--- src/rtl/chip8_mem_defs.sv ---
// Shared constants for the CHIP-8 memory subsystem: memory geometry,
// port A requester indices and the arbiter state encoding.
package chip8_mem_defs;

    localparam int ADDR_W = 12;
    localparam int DATA_W = 8;

    localparam int REQ_LOADER = 0;
    localparam int REQ_CPU    = 1;
    localparam int REQ_DRAW   = 2;

    typedef enum logic {
        ST_IDLE   = 1'b0,
        ST_LOCKED = 1'b1
    } arb_state_e;

endpackage

--- src/rtl/rr_pick.sv ---
// Combinational round-robin picker: first set request at or after ptr,
// wrapping modulo NREQ. Returns the winner one-hot and as an index.
module rr_pick #(
    parameter int NREQ  = 3,
    parameter int PTR_W = 2
) (
    input  logic [NREQ-1:0]  req,
    input  logic [PTR_W-1:0] ptr,
    output logic [NREQ-1:0]  winner,
    output logic [PTR_W-1:0] winner_idx,
    output logic             found
);

    logic [NREQ-1:0][PTR_W-1:0] rot_idx;
    logic [NREQ-1:0]            rotated;

    // rot_idx[gi] = (ptr + gi) mod NREQ; the subtraction form stays in range
    // without needing a wider intermediate.
    for (genvar gi = 0; gi < NREQ; gi++) begin : g_rot
        assign rot_idx[gi] = (ptr >= PTR_W'(NREQ - gi)) ? ptr - PTR_W'(NREQ - gi)
                                                        : ptr + PTR_W'(gi);
        assign rotated[gi] = req[rot_idx[gi]];
    end

    always_comb begin
        found      = 1'b0;
        winner_idx = '0;
        for (int k = NREQ - 1; k >= 0; k--) begin
            if (rotated[k]) begin
                found      = 1'b1;
                winner_idx = rot_idx[k];
            end
        end
        winner = '0;
        if (found) begin
            winner[winner_idx] = 1'b1;
        end
    end

endmodule

--- src/rtl/cpu_mem_arbiter.sv ---
// Port A arbiter for the CPU memory: round-robin between loader, CPU and
// draw engine with burst locking; read data returns one cycle after grant.
module cpu_mem_arbiter #(
    parameter int NREQ   = 3,
    parameter int ADDR_W = chip8_mem_defs::ADDR_W,
    parameter int DATA_W = chip8_mem_defs::DATA_W
) (
    input  logic                   clk,
    input  logic                   reset,
    input  logic [NREQ-1:0]        req,
    input  logic [NREQ-1:0]        we,
    input  logic [NREQ-1:0]        lock,
    input  logic [NREQ*ADDR_W-1:0] addr,
    input  logic [NREQ*DATA_W-1:0] wdata,
    input  logic [DATA_W-1:0]      mem_rdata,
    output logic [NREQ-1:0]        gnt,
    output logic [NREQ-1:0]        rvalid,
    output logic [DATA_W-1:0]      rdata,
    output logic                   mem_en,
    output logic                   mem_write,
    output logic [ADDR_W-1:0]      mem_addr,
    output logic [DATA_W-1:0]      mem_wdata
);

    localparam int PTR_W = (NREQ > 1) ? $clog2(NREQ) : 1;

    chip8_mem_defs::arb_state_e state_reg, state_next;
    logic [PTR_W-1:0] ptr_reg, ptr_next;
    logic [PTR_W-1:0] owner_reg, owner_next;
    logic [NREQ-1:0]  rvalid_reg, rvalid_next;

    logic [NREQ-1:0]  pick_onehot;
    logic [PTR_W-1:0] pick_idx;
    logic             pick_found;
    logic [PTR_W-1:0] grant_idx;
    logic             grant_valid;

    logic [ADDR_W-1:0] addr_arr  [NREQ];
    logic [DATA_W-1:0] wdata_arr [NREQ];

    for (genvar gi = 0; gi < NREQ; gi++) begin : g_unpack
        assign addr_arr[gi]  = addr[gi*ADDR_W +: ADDR_W];
        assign wdata_arr[gi] = wdata[gi*DATA_W +: DATA_W];
    end

    rr_pick #(
        .NREQ  (NREQ),
        .PTR_W (PTR_W)
    ) u_rr_pick (
        .req        (req),
        .ptr        (ptr_reg),
        .winner     (pick_onehot),
        .winner_idx (pick_idx),
        .found      (pick_found)
    );

    always_comb begin
        state_next = state_reg;
        ptr_next   = ptr_reg;
        owner_next = owner_reg;
        gnt        = '0;
        grant_idx  = owner_reg;

        if (reset) begin
            gnt = '0;
        end else if (state_reg == chip8_mem_defs::ST_LOCKED && lock[owner_reg]) begin
            // Burst in progress: only the owner may use the port, pointer frozen.
            gnt[owner_reg] = req[owner_reg];
        end else begin
            // Lock released (or idle): this cycle is arbitrated normally.
            state_next = chip8_mem_defs::ST_IDLE;
            if (pick_found) begin
                gnt       = pick_onehot;
                grant_idx = pick_idx;
                ptr_next  = (pick_idx == PTR_W'(NREQ - 1)) ? '0 : pick_idx + PTR_W'(1);
                if (lock[pick_idx]) begin
                    state_next = chip8_mem_defs::ST_LOCKED;
                    owner_next = pick_idx;
                end
            end
        end

        grant_valid = |gnt;
        mem_en      = grant_valid;
        mem_write   = grant_valid & we[grant_idx];
        mem_addr    = grant_valid ? addr_arr[grant_idx]  : '0;
        mem_wdata   = grant_valid ? wdata_arr[grant_idx] : '0;
        rvalid_next = mem_write ? '0 : gnt;
    end

    always_ff @(posedge clk or posedge reset) begin
        if (reset) begin
            state_reg  <= chip8_mem_defs::ST_IDLE;
            ptr_reg    <= '0;
            owner_reg  <= '0;
            rvalid_reg <= '0;
        end else begin
            state_reg  <= state_next;
            ptr_reg    <= ptr_next;
            owner_reg  <= owner_next;
            rvalid_reg <= rvalid_next;
        end
    end

    assign rvalid = rvalid_reg;
    assign rdata  = mem_rdata;

endmodule

--- config.mk ---
export PLATFORM = sky130hd
export DESIGN_NAME = cpu_mem_arbiter
export DESIGN_NICKNAME = d
export VERILOG_FILES = /design/src/rtl/chip8_mem_defs.sv /design/src/rtl/rr_pick.sv /design/src/rtl/cpu_mem_arbiter.sv
export SDC_FILE = /design/constraint.sdc
export NUM_CORES = 1
export LEC_CHECK = 0
export ABC_AREA = 1
export ABC_CLOCK_PERIOD_IN_PS = 2410
export CAP_MARGIN = 40
export CORE_ASPECT_RATIO = 0.9
export CORE_MARGIN = 4
export CORE_UTILIZATION = 32
export CTS_BUF_LIST = sky130_fd_sc_hd__clkbuf_8
export CTS_CLUSTER_SIZE = 14
export DETAILED_ROUTE_END_ITERATION = 8
export GPL_ROUTABILITY_DRIVEN = 0
export PLACE_DENSITY = 0.88
export REMOVE_ABC_BUFFERS = 1
export SKIP_LAST_GASP = 1
export SLEW_MARGIN = 30
export SYNTH_ARGS = -nofsm -noshare
export SYNTH_HDL_FRONTEND = slang
export SYNTH_SLANG_ARGS = --single-unit
--- constraint.sdc ---
create_clock -name clk -period 2.41 [get_ports clk]
set_clock_uncertainty 0.1 [all_clocks]
set_input_delay 0.482 -clock clk [delete_from_list [all_inputs] [get_ports clk]]
set_output_delay 0.482 -clock clk [all_outputs]
set_load 0.005 [all_outputs]
Yosys cells after proc, flatten, opt, wreduce, memory -nomap -nowiden. Index checks and enable logic that the tools add are counted.

Register bits: 8. Output and inout port bits: 36.

$add $sub $neg: 6. Magnitude comparators: 12. Equality and inequality tests: 1. Multiplexer cells: 45. Bitwise logic cells: 5. Reductions and logical operators: 7.

Operators by type and width (number): 12-bit two-way mux (3); 12-bit binary-select mux with 2-bit select (1); 8-bit two-way mux (3); 2-bit two-way mux (10); 2-bit by 3-bit less-than comparator with 1-bit output (second input constant) (6); 8-bit binary-select mux with 2-bit select (1); 1-bit binary-select mux with 2-bit select (7); 1-bit two-way mux (14); 3-bit two-way mux (4); 2-bit by 1-bit greater-or-equal comparator with 1-bit output (second input constant) (3); 2-bit by 1-bit adder with 2-bit output (second input constant) (2); 1-bit demux with 2-bit select (2); 2-bit greater-or-equal comparator (second input constant) (2); 4-bit AND reduction (1); 2-bit subtractor (second input constant) (2); 3-bit AND (1); 3-bit greater-or-equal comparator (second input constant) (1); 1-bit logical AND (3); 2-bit NOT with 3-bit output (1); 3-bit AND reduction (1); 3-bit OR reduction (1); 2-bit adder (second input constant) (1); 2-bit == test (second input constant) (1); 1-bit NOT (2); other kinds (3) (3).

Depth between registers and ports, before layout.
Word-level depth: 17. Gate-level depth with buffers: 16. Mapped depth without buffers: 16.

Hierarchy. From an unflattened synthesis, not the netlist that was laid out.

Cell total of the unflattened synthesis: 260. Area total of the unflattened synthesis: 1702.9 µm².

Modules (own cells, without submodules): cpu_mem_arbiter (instances 1, cells an instance 216, area each 1451.4 µm²); rr_pick (instances 1, cells an instance 44, area each 251.5 µm²).

Least setup slack after synthesis. OpenSTA, ideal clock, no wires.

Path type: reg-to-output. From: reg ptr_reg[0]. To: out mem_addr[11]. Data arrival time: 1.941 ns. Setup slack: -0.113 ns. Cell stages (with the launch flop): 13. Buffers on the path: 1. Path through: dfrtp_1 -> inv_1 -> ha_1 -> o21ai_1 -> nand2_2 -> nand2_1 -> nor2_4 -> nor2_8 -> nand2_2 -> buf_2 -> nand3b_1 -> nand3_1 -> a21oi_1.

Longest elaborated chain between the ends: 16. Elaborated cells on any way between the ends: 40.

RTL lines: from (decl) (line cpu_mem_arbiter.sv:28) `logic [PTR_W-1:0] ptr_reg, ptr_next;`; from (signal assigned) (line cpu_mem_arbiter.sv:99) `ptr_reg <= ptr_next;`; 2-bit adder, or another cell as far along (line rr_pick.sv:21) `: ptr + PTR_W'(gi);`; 2-bit two-way mux (line rr_pick.sv:20) `assign rot_idx[gi] = (ptr >= PTR_W'(NREQ - gi)) ? ptr - PTR_W'(NREQ - gi)`; 1-bit binary-select mux with 2-bit select (line rr_pick.sv:22) `assign rotated[gi] = req[rot_idx[gi]];`; 1-bit two-way mux (not written as such) (line rr_pick.sv:22); 2-bit two-way mux (3 in series) (line rr_pick.sv:29) `if (rotated[k]) begin`; 2-bit by 3-bit less-than comparator with 1-bit output (not written as such) / 2-bit by 1-bit greater-or-equal comparator with 1-bit output (equally long branches) (line rr_pick.sv:36) `winner[winner_idx] = 1'b1;`; 1-bit logical AND (not written as such) (line rr_pick.sv:36); 1-bit two-way mux (not written as such) (line rr_pick.sv:36); 1-bit demux with 2-bit select; 3-bit two-way mux (line cpu_mem_arbiter.sv:72) `if (pick_found) begin`; 3-bit two-way mux (line cpu_mem_arbiter.sv:66) `end else if (state_reg == chip8_mem_defs::ST_LOCKED && lock[owner_reg]) begin`; 3-bit two-way mux (line cpu_mem_arbiter.sv:64) `if (reset) begin`; 3-bit OR reduction (line cpu_mem_arbiter.sv:83) `grant_valid = |gnt;`; 12-bit two-way mux * (line cpu_mem_arbiter.sv:86) `mem_addr = grant_valid ? addr_arr[grant_idx] : '0;`; to (decl) (line cpu_mem_arbiter.sv:21) `output logic [ADDR_W-1:0] mem_addr,`.

Every way passes the cells marked *; elsewhere a longest branch is shown, timed or not. The select of a mux whose other input is x is not followed.

Worst setup path after layout.
From: reg ptr_reg[1]. To: out mem_addr[1].

The elaborated chain is that of the path after synthesis.

==> metrics <==
run status finished, violations left; failing checks negative setup slack; FFs w/ async S/R, synth 100%; Synth cell types 27; WL final 9.98 mm; fin crit period 3.27 ns; Crit Path Category reg2out; Final Worst Setup Slack -0.857 ns; R2R Setup Slk -0.14 ns; Max Freq 306 MHz; CORE AREA 4580 um2; Worst-Margin Slew 0.701 ns; ANT cells 0; yosys warns 0; io pins 115; Min Hold Slack 0.500 ns; max FFs per register 3; Post-synth EDFFs 0; startpoint types flop; CP startpoint ptr_reg[1]$_DFFE_PP0P_; WP data required 1.83 ns; hold crit path type in2async; FF+latch area 201 um2; leakage 1.74 nW; # port buffers 98; drt initial violations 253; Clock Path Buffers 2; relative slew slack 52.6%; final setup violation count 28; Clk pin slew, worst setup/hold paths 0.05 ns; top routing layer in use met4; CTS tree built; first-pass detailed-route iteration total 5; first-pass GRT wire length 12.8 mm; Worst R2R End rvalid[0]$_DFF_PP0_; max-cap viol count 0; routed vias/inst 5.54; Data arrival, critical path 2.68 ns; Die Wd 81.6 um; Area after DPL 2860 um2; Nets 510; PD cells 1810 nW/um2; met3 routed WL 1.02 mm; final hold violation count 0; vias after detailed routing 2704; post-synthesis simple-gate area fraction 53.0%; end point of the critical path mem_addr[1]; P&R area growth vs syn 124%; most area-consuming cells after synthesis nand2_1, nand3_1, dfrtp_1, nand3b_1, inv_1; post-synthesis cell type with the largest combined area nand2_1; leading register cell type out of synthesis dfrtp_1; worst skew pair latency 0.23 ns; Mapped Area 1560 um2; fillers 284; reg2reg path depth 14; Overall Global Routing Usage 27.4%; drc violations 0; main combinational cell family by area after synthesis simple AND/OR/NAND/NOR gates; VDD IR max 0.00101 V; met1 WL 3.41 mm; clock sink total 8; Max Slew Vio Count 0; num rows 23; largest net degree at the start of global routing 21; Synth Area in Adders 2.41%; CTS H-tree depth 1; footprint of the multi-input gates 1410 um2; complex-gate fraction of the synthesized area 12.0%; Die Height 74.2 um; CP endpoint kind output pin; fin area 3490 um2; share of cells above drive strength 1 44.6%; period utilization 136%; unrepaired setup endpoints after global routing yes; full die area 6050 um2; grt ovf 0; Cells after Synth 273; pre-CTS setup slack -1.08 ns; Root Buffer clkbuf_8; Synth Register Bits 8; HPWL after DPL 4.99 mm; Worst Path Max Fanout 10; Post-Synth XOR/XNOR Area 0%; register area share after synthesis 12.8%; DR WL/cell 20.4 um; initial antenna violation count 0; Final ANT Viol Nets 0; vias in the first global route 2651; CTS Buf Count 3; syn avg cell area 5.71 um2; met2 wire length 4.84 mm; Initial Util 34.1%; top cell type's share of synthesized area 19.0%; reg2reg start ptr_reg[1]$_DFFE_PP0P_; mux contribution to synthesized area 0%
routing by layer:
metal  track usage [%]  vias up
met4              15.5        0
met1              28.4     1240
met5                 0        -
met3              7.38       65
li1                  -     1172
met2              49.8      227
critical path, cell delays in order, from the launching register on:
cell,delay [ns]
dfrtp_2,0.45
ha_4,0.36
buf_6,0.14
nand3_4,0.09
nand2_1,0.10
nand2_1,0.07
o21ai_2,0.16
inv_2,0.08
nand2_4,0.08
o21ai_4,0.10
nor2_4,0.23
buf_6,0.18
nand2_2,0.07
a21oi_1,0.18
buf_2,0.15
final cells by class:
class                      instances  area share [%]
timing repair buffer             168            44.4
multi-input combinational        199            40.4
sequential                         8            5.77
inverter                          46            5.52
tap                               62            2.22
clock buffer                       3            1.18
timing repair inverter             2           0.430
cells by family (layout without fill, tap and decap cells):
group / Yosys count / after routing
AO/OA/AOI/OAI: 32 / 32
adder cells (fa/ha/maj): 3 / 3
buffers and inverters: 66 / 219
flip-flops: 8 / 8
AND/OR/NAND/NOR: 164 / 164
Yosys cell counts (3+ instances only):
master and n:
nand3b_1 20, inv_1 39, nor2_1 6, nand2_1 79, dfrtp_1 8, buf_4 12
ha_1 3, nand3_1 42, buf_2 4, a21oi_1 22, nand3_2 3, o21ai_0 4
nand2_2 7, inv_2 7
worst min path at each step:
stage	start	end	slack (ns)	cells after the start
after floorplan	reset	owner_reg[0]$_DFFE_PP0P_	0.25	1
after global placement	owner_reg[0]$_DFFE_PP0P_	owner_reg[0]$_DFFE_PP0P_	0.50	2
after detailed placement	state_reg$_DFFE_PP0P_	state_reg$_DFFE_PP0P_	0.50	3
after CTS	reset	owner_reg[0]$_DFFE_PP0P_	0.49	3
after global routing	reset	owner_reg[0]$_DFFE_PP0P_	0.53	3
final	reset	owner_reg[0]$_DFFE_PP0P_	0.50	3
repair_timing:
action | 4_1_cts | 5_1_grt
pin swaps | 28 | 25
endpoints found under the setup margin | 28 | 31
gates cloned | 5 | 0
buffers inserted | 16 | 13
resized for setup | 157 | 65
hold buffers | 0 | 0
power breakdown:
part           switching (mW)  leakage (nW)  internal [mW]
Clock                  0.0560        0.0216          0.109
Sequential             0.0567         0.103          0.197
Combinational            3.19          1.62           2.70
Total                    3.30          1.74           3.01
layout by cell type (no fill, tap or decap), types with 2 or more instances in the layout:
cell	count
buf_4	46
nor2_1	6
nand3_2	12
nand3b_1	20
clkbuf_2	3
nand3_1	28
dfrtp_1	7
nand2_1	54
a21oi_1	6
buf_12	6
inv_2	6
o21ai_4	2
buf_8	2
dlygate4sd2_1	3
buf_2	21
clkbuf_8	3
clkdlybuf4s50_1	70
nand2_4	16
nand2_2	18
ha_4	2
inv_1	35
a21oi_4	2
nor2_4	3
inv_4	4
o21ai_0	3
inv_6	2
a21oi_2	16
buf_6	16
nand3_4	5
per-stage QoR:
step | power [mW] | cells | util [%] | setup TNS [ns]
2_1_floorplan | 2.03 | 253 | - | -9.33
3_3_place_gp | 4.03 | 455 | 62.5 | -23.92
3_5_place_dp | 4.13 | 455 | 62.5 | -25.97
4_1_cts | 5.23 | 479 | 70.9 | -15.11
5_1_grt | 6.60 | 488 | 76.3 | -21.49
6_report | 6.30 | 488 | 76.3 | -19.13
Note: power is estimated with default switching activity, not from simulation.
